### src/rtl/hazard_forward_unit.sv
// hazard_forward_unit: operand bypass selection and load-use stall detection.
// A DEPTH-entry shadow pipeline mirrors the in-flight register writes after ID.
// Each source operand independently picks the nearest producing stage; a
// nearest producer that is a load still inside its latency window stalls ID.
//
// Hold protocol: stall=1 means IF/ID must keep the current instruction for
// this cycle and a bubble is inserted into stage 1. The instruction is
// accepted into stage 1 only on a cycle with issue_valid=1, stall=0 and
// flush=0. flush always wins over stall.
module hazard_forward_unit #(
  parameter int REG_ADDR_W = 3,
  parameter int NUM_SRC    = 2,
  parameter int DEPTH      = 2,
  parameter int LOAD_LAT   = 1,
  parameter int R0_ZERO    = 0,
  parameter int CNT_W      = 16
) (
  input  logic                                  clk,
  input  logic                                  rst,
  input  logic                                  issue_valid,
  input  logic [REG_ADDR_W-1:0]                 issue_rd,
  input  logic                                  issue_regwrite,
  input  logic                                  issue_is_load,
  input  logic [NUM_SRC*REG_ADDR_W-1:0]         id_src,
  input  logic [NUM_SRC-1:0]                    id_src_used,
  input  logic                                  flush,
  output logic                                  stall,
  output logic [NUM_SRC*$clog2(DEPTH+1)-1:0]    fwd_sel,
  output logic [CNT_W-1:0]                      stall_count
);

  localparam int SELW = $clog2(DEPTH + 1);

  // Shadow pipeline: index k-1 holds stage k (index 0 = nearest stage).
  logic [DEPTH-1:0]      vld_q, vld_d;
  logic [DEPTH-1:0]      rw_q, rw_d;
  logic [DEPTH-1:0]      ld_q, ld_d;
  logic [REG_ADDR_W-1:0] rd_q [DEPTH];
  logic [REG_ADDR_W-1:0] rd_d [DEPTH];

  logic [CNT_W-1:0]          cnt_q, cnt_d;
  logic [NUM_SRC-1:0]        hit;
  logic [NUM_SRC-1:0]        req;
  logic [NUM_SRC*SELW-1:0]   sel_raw;
  logic                      accept;

  // Per-operand nearest-producer search; an unavailable load blocks older stages.
  always_comb begin
    hit     = '0;
    req     = '0;
    sel_raw = '0;
    for (int i = 0; i < NUM_SRC; i++) begin
      for (int k = 0; k < DEPTH; k++) begin
        if (!hit[i] && vld_q[k] && rw_q[k] && id_src_used[i] &&
            (rd_q[k] == id_src[i*REG_ADDR_W +: REG_ADDR_W]) &&
            !((R0_ZERO != 0) && (id_src[i*REG_ADDR_W +: REG_ADDR_W] == '0))) begin
          hit[i] = 1'b1;
          if (ld_q[k] && ((k + 1) <= LOAD_LAT)) begin
            req[i] = 1'b1;
          end else begin
            sel_raw[i*SELW +: SELW] = SELW'(k + 1);
          end
        end
      end
    end
  end

  assign stall   = ~rst & issue_valid & ~flush & (|req);
  assign fwd_sel = rst ? '0 : sel_raw;
  assign accept  = issue_valid & ~stall & ~flush;

  // Next shadow-pipeline contents: accepted instruction or bubble enters stage 1.
  always_comb begin
    vld_d    = '0;
    rw_d     = '0;
    ld_d     = '0;
    for (int k = 0; k < DEPTH; k++) rd_d[k] = '0;
    vld_d[0] = accept;
    rw_d[0]  = accept & issue_regwrite;
    ld_d[0]  = accept & issue_is_load;
    rd_d[0]  = accept ? issue_rd : '0;
    for (int k = 1; k < DEPTH; k++) begin
      vld_d[k] = vld_q[k-1];
      rw_d[k]  = rw_q[k-1];
      ld_d[k]  = ld_q[k-1];
      rd_d[k]  = rd_q[k-1];
    end
  end

  // Saturating stall-cycle counter next value.
  always_comb begin
    cnt_d = cnt_q;
    if (stall && (cnt_q != {CNT_W{1'b1}})) cnt_d = cnt_q + CNT_W'(1);
  end

  // State registers with synchronous reset clearing all in-flight tracking.
  always_ff @(posedge clk) begin
    if (rst) begin
      vld_q <= '0;
      rw_q  <= '0;
      ld_q  <= '0;
      for (int k = 0; k < DEPTH; k++) rd_q[k] <= '0;
      cnt_q <= '0;
    end else begin
      vld_q <= vld_d;
      rw_q  <= rw_d;
      ld_q  <= ld_d;
      for (int k = 0; k < DEPTH; k++) rd_q[k] <= rd_d[k];
      cnt_q <= cnt_d;
    end
  end

  assign stall_count = cnt_q;

endmodule

### config.mk
export PLATFORM = sky130hd
export DESIGN_NAME = hazard_forward_unit
export DESIGN_NICKNAME = d
export VERILOG_FILES = /design/src/rtl/hazard_forward_unit.sv
export SDC_FILE = /design/constraint.sdc
export NUM_CORES = 1
export LEC_CHECK = 0
export ABC_AREA = 0
export CAP_MARGIN = 30
export CORE_MARGIN = 1.5
export CORE_UTILIZATION = 41
export CTS_CLUSTER_SIZE = 20
export DETAILED_ROUTE_END_ITERATION = 16
export PLACE_DENSITY = 0.7
export SLEW_MARGIN = 15
export SYNTH_ARGS = -nofsm -noshare
export SYNTH_HDL_FRONTEND = slang
export SYNTH_SLANG_ARGS = --single-unit
### constraint.sdc
create_clock -name clk -period 7.3 [get_ports clk]
set_clock_uncertainty 0.05 [all_clocks]
set_input_delay 1.46 -clock clk [delete_from_list [all_inputs] [get_ports clk]]
set_output_delay 1.46 -clock clk [all_outputs]
set_load 0.05 [all_outputs]
==> flow_metrics.env <==
export IMPL_run_status="completed"
export IMPL_fillCellCount=293
export IMPL_finish_utilization=0.570
export IMPL_yosysSeqAreaShare=0.402
export IMPL_finalSetupViolations=0
export IMPL_finalWorstSetupSlack_ps=1720
export IMPL_relative_area_change_from_synthesis_to_final_layout_pct=30.5
export IMPL_post_route_period_util=0.764
export IMPL_worstHoldPathCells=1
export IMPL_timing_critical_path_from_type="input pin"
export IMPL_clock_tree_htree_level_count=1
export IMPL_worstHoldPathType="reg -> reg"
export IMPL_drtAntennaViolNets=0
export IMPL_startpoint="id_src[5]"
export IMPL_syn_num_nets=170
export IMPL_multi_input_combinational_cell_area_sq_um=728
export IMPL_cts_repair_timing_setup_buffer_count=0
export IMPL_cp_data_arrival_time_ps=4070
export IMPL_ys_top_cells_by_area="dfxtp_1, xor2_1, nor2_1"
export IMPL_core_rowCount=20
export IMPL_setup_worst_path_class="in -> out"
export IMPL_die_h_um=60.3
export IMPL_reg2regPathDepth=5
export IMPL_grt_antenna_before_repair=0
export IMPL_register_area_sq_um=541
export IMPL_cp_endpoint="stall"
export IMPL_ir_drop_mv=0.0814
export IMPL_syn_avg_cell_area_sq_um=8.85
export IMPL_r2r_start="rd_q[0][2]"
export IMPL_cts_sinks=27
export IMPL_finalSetupTns_ps=0
export IMPL_post_layout_nonfiller_instances=230
export IMPL_grt_first_pass_wirelength_mm=5.01
export IMPL_tritoncts_clock_tree="done"
export IMPL_detailedPlace_worstSlack_ps=1740
export IMPL_postSynthCellCount=152
export IMPL_post_drt_wl_per_cell_um=13.5
export IMPL_synth_distinct_cells=36
export IMPL_power_density_cell_area_nw_per_um2=131
export IMPL_synth_top_area_share=0.402
export IMPL_post_cts_resized_instances=0
export IMPL_detail_route_vias_per_cell=5.35
export IMPL_max_slew_headroom=0.387
export IMPL_finalWeightedCongestion=0.954
export IMPL_start_util=0.437
export IMPL_clk_latency_ps=310
export IMPL_cts_buffer_depth=2
export IMPL_worst_ep_required_time_ps=5790
export IMPL_timing_critical_path_to_type="output pin"
export IMPL_largest_net_degree_at_the_start_of_global_routing=26
export IMPL_placed_cells_incl_taps=226
export IMPL_fmax_mhz=179
export IMPL_r2r_setup_slk_ps=4690
export IMPL_drt_first_pass_iters=4
export IMPL_number_of_hold_slack_violations_in_the_final_timing_report=0
export IMPL_clock_root_buffer="clkbuf_4"
export IMPL_rsz0062_at_grt="no"
export IMPL_drive_above_1_share=0.0323
export IMPL_route_final_wire_length_mm=3.11
export IMPL_cts_buffers_inserted=3
export IMPL_total_i_o_pin_count=38
export IMPL_power_total_uw=231
export IMPL_worst_path_max_fanout=10
export IMPL_detailroute_via_count=1230
export IMPL_gr_total_overflow=0
export IMPL_synth_yosys_warnings=0
export IMPL_path_clk_slew_ps=140
export IMPL_timing_worst_slew_pin_value_ps=917
export IMPL_netlist_area_pre_place_sq_um=1350
export IMPL_design_final_nets=205
export IMPL_gr_usage_all_layers=0.183
export IMPL_ys_ff_latch=27
export IMPL_post_route_min_period_ps=5580
export IMPL_synth_largest_area_cell="dfxtp_1"
export IMPL_static_leakage_power_nw=0.603
export IMPL_initialDrtViolationCount=42
export IMPL_dieWidth_um=60.3
export IMPL_post_cts_hold_buffer_count=0
export IMPL_regToRegEndpoint="stall_count[10]"
export IMPL_grt_pass1_vias=1115
export IMPL_max_cap_violations=0
export IMPL_portbufs=37
export IMPL_coreArea_sq_um=3080
export IMPL_area_enclosed_by_the_die_boundary_sq_um=3630
export IMPL_finalMaxSlewViolations=0
export IMPL_drc=0
export IMPL_insertedDiodeCount=0
export IMPL_dp_hpwl_mm=2.26
kinds of logic after synthesis:
kind of cell,after synthesis,synth area share
XOR/XNOR,17,0.111
adder cells (fa/ha/maj),1,0.00930
buffers and inverters,16,0.0567
AND/OR/NAND/NOR,62,0.260
multiplexers,1,0.00837
AO/OA/AOI/OAI,28,0.153
flip-flops,27,0.402
synthesized netlist by cell type:
| cell | n |
|---|---|
| dfxtp_1 | 27 |
| nor2_1 | 12 |
| xor2_1 | 12 |
| inv_1 | 9 |
| a21oi_1 | 8 |
| nand3_1 | 7 |
| nand2_1 | 6 |
| or4_1 | 6 |
| and2_1 | 5 |
| nand4_1 | 5 |
| nor2b_1 | 5 |
| xnor2_1 | 5 |
| a2111oi_0 | 4 |
| and3_1 | 4 |
| clkbuf_1 | 4 |
| nor3_1 | 3 |
| nor4_1 | 3 |
| o31ai_1 | 3 |
| o41ai_1 | 3 |
| and4_1 | 2 |
| buf_6 | 2 |
| o21ai_0 | 2 |
| o311ai_0 | 2 |
| a2111o_1 | 1 |
| a211o_1 | 1 |
| a211oi_1 | 1 |
| a21o_1 | 1 |
| a311oi_1 | 1 |
| a41o_1 | 1 |
| buf_2 | 1 |
| ha_1 | 1 |
| mux2_2 | 1 |
| nand3b_1 | 1 |
| nor3b_1 | 1 |
| or3_1 | 1 |
| or4_4 | 1 |
per-layer routing:
metal,wire (um),GRT usage,vias to the layer above
met5,0,0,-
li1,-,-,626
met1,1620,0.258,576
met4,19,0.0667,0
met3,105,0.0281,2
met2,1360,0.280,26
area by class of cell:
cell class	instances	share of cell area
multi-input cells	109	0.415
flip-flops and latches	27	0.308
repair buffers	37	0.211
well taps	44	0.0314
inverters	9	0.0192
clock buffers	3	0.0128
clock inverters	1	0.00285
power breakdown:
group	internal, mW	switching [mW]	total, mW	leakage (nW)
combinational	0.0103	0.00683	0.0172	0.367
sequential	0.149	0.00127	0.150	0.218
clock	0.0205	0.0428	0.0633	0.0177
cells in the final DEF, fill, tap and decap left out, drive strengths merged:
| cell type | synthesis | routed |
|---|---|---|
| clkdlybuf4s50 | 0 | 37 |
| dfxtp | 27 | 27 |
| xor2 | 12 | 12 |
| nor2 | 12 | 12 |
| inv | 9 | 9 |
| a21oi | 8 | 8 |
| nand3 | 7 | 7 |
| or4 | 7 | 7 |
| nand2 | 6 | 6 |
| nor2b | 5 | 5 |
| nand4 | 5 | 5 |
| xnor2 | 5 | 5 |
| and2 | 5 | 5 |
| and3 | 4 | 4 |
| a2111oi | 4 | 4 |
| nor3 | 3 | 3 |
| nor4 | 3 | 3 |
| o31ai | 3 | 3 |
| o41ai | 3 | 3 |
| clkbuf | 4 | 3 |
| and4 | 2 | 2 |
| o311ai | 2 | 2 |
| o21ai | 2 | 2 |
| a211o | 1 | 1 |
| a2111o | 1 | 1 |
| nor3b | 1 | 1 |
| mux2 | 1 | 1 |
| a211oi | 1 | 1 |
| nand3b | 1 | 1 |
| or3 | 1 | 1 |
| a21o | 1 | 1 |
| a311oi | 1 | 1 |
| a41o | 1 | 1 |
| ha | 1 | 1 |
| clkinv | 0 | 1 |
critical path, cell delays in order:
cell and delay [ps]:
clkdlybuf4s50_1 450, xor2_1 160, or4_1 700, a211o_1 390
inv_1 100, clkdlybuf4s50_1 800
through the flow:
step	hold WS (ps)	cell area, sq um
floorplan	409	1350
global placement	443	1730
detailed placement	439	1730
CTS	460	1760
global route	471	1760
finish	461	1760
registers in the layout, indices dropped and copies added (netlist names):
register	cells
rw_q	2
ld_q	1
rd_q	6
stall_count	16
vld_q	2
worst min path at each step:
stage | startpoint | to
after floorplan | rw_q[0] | rw_q[1]
after CTS | rw_q[0] | rw_q[1]
final | rw_q[0] | rw_q[1]
after global routing | rw_q[0] | rw_q[1]
after detailed placement | rw_q[0] | rw_q[1]
after global placement | vld_q[0] | vld_q[1]
(Power assumes the default switching activity.)
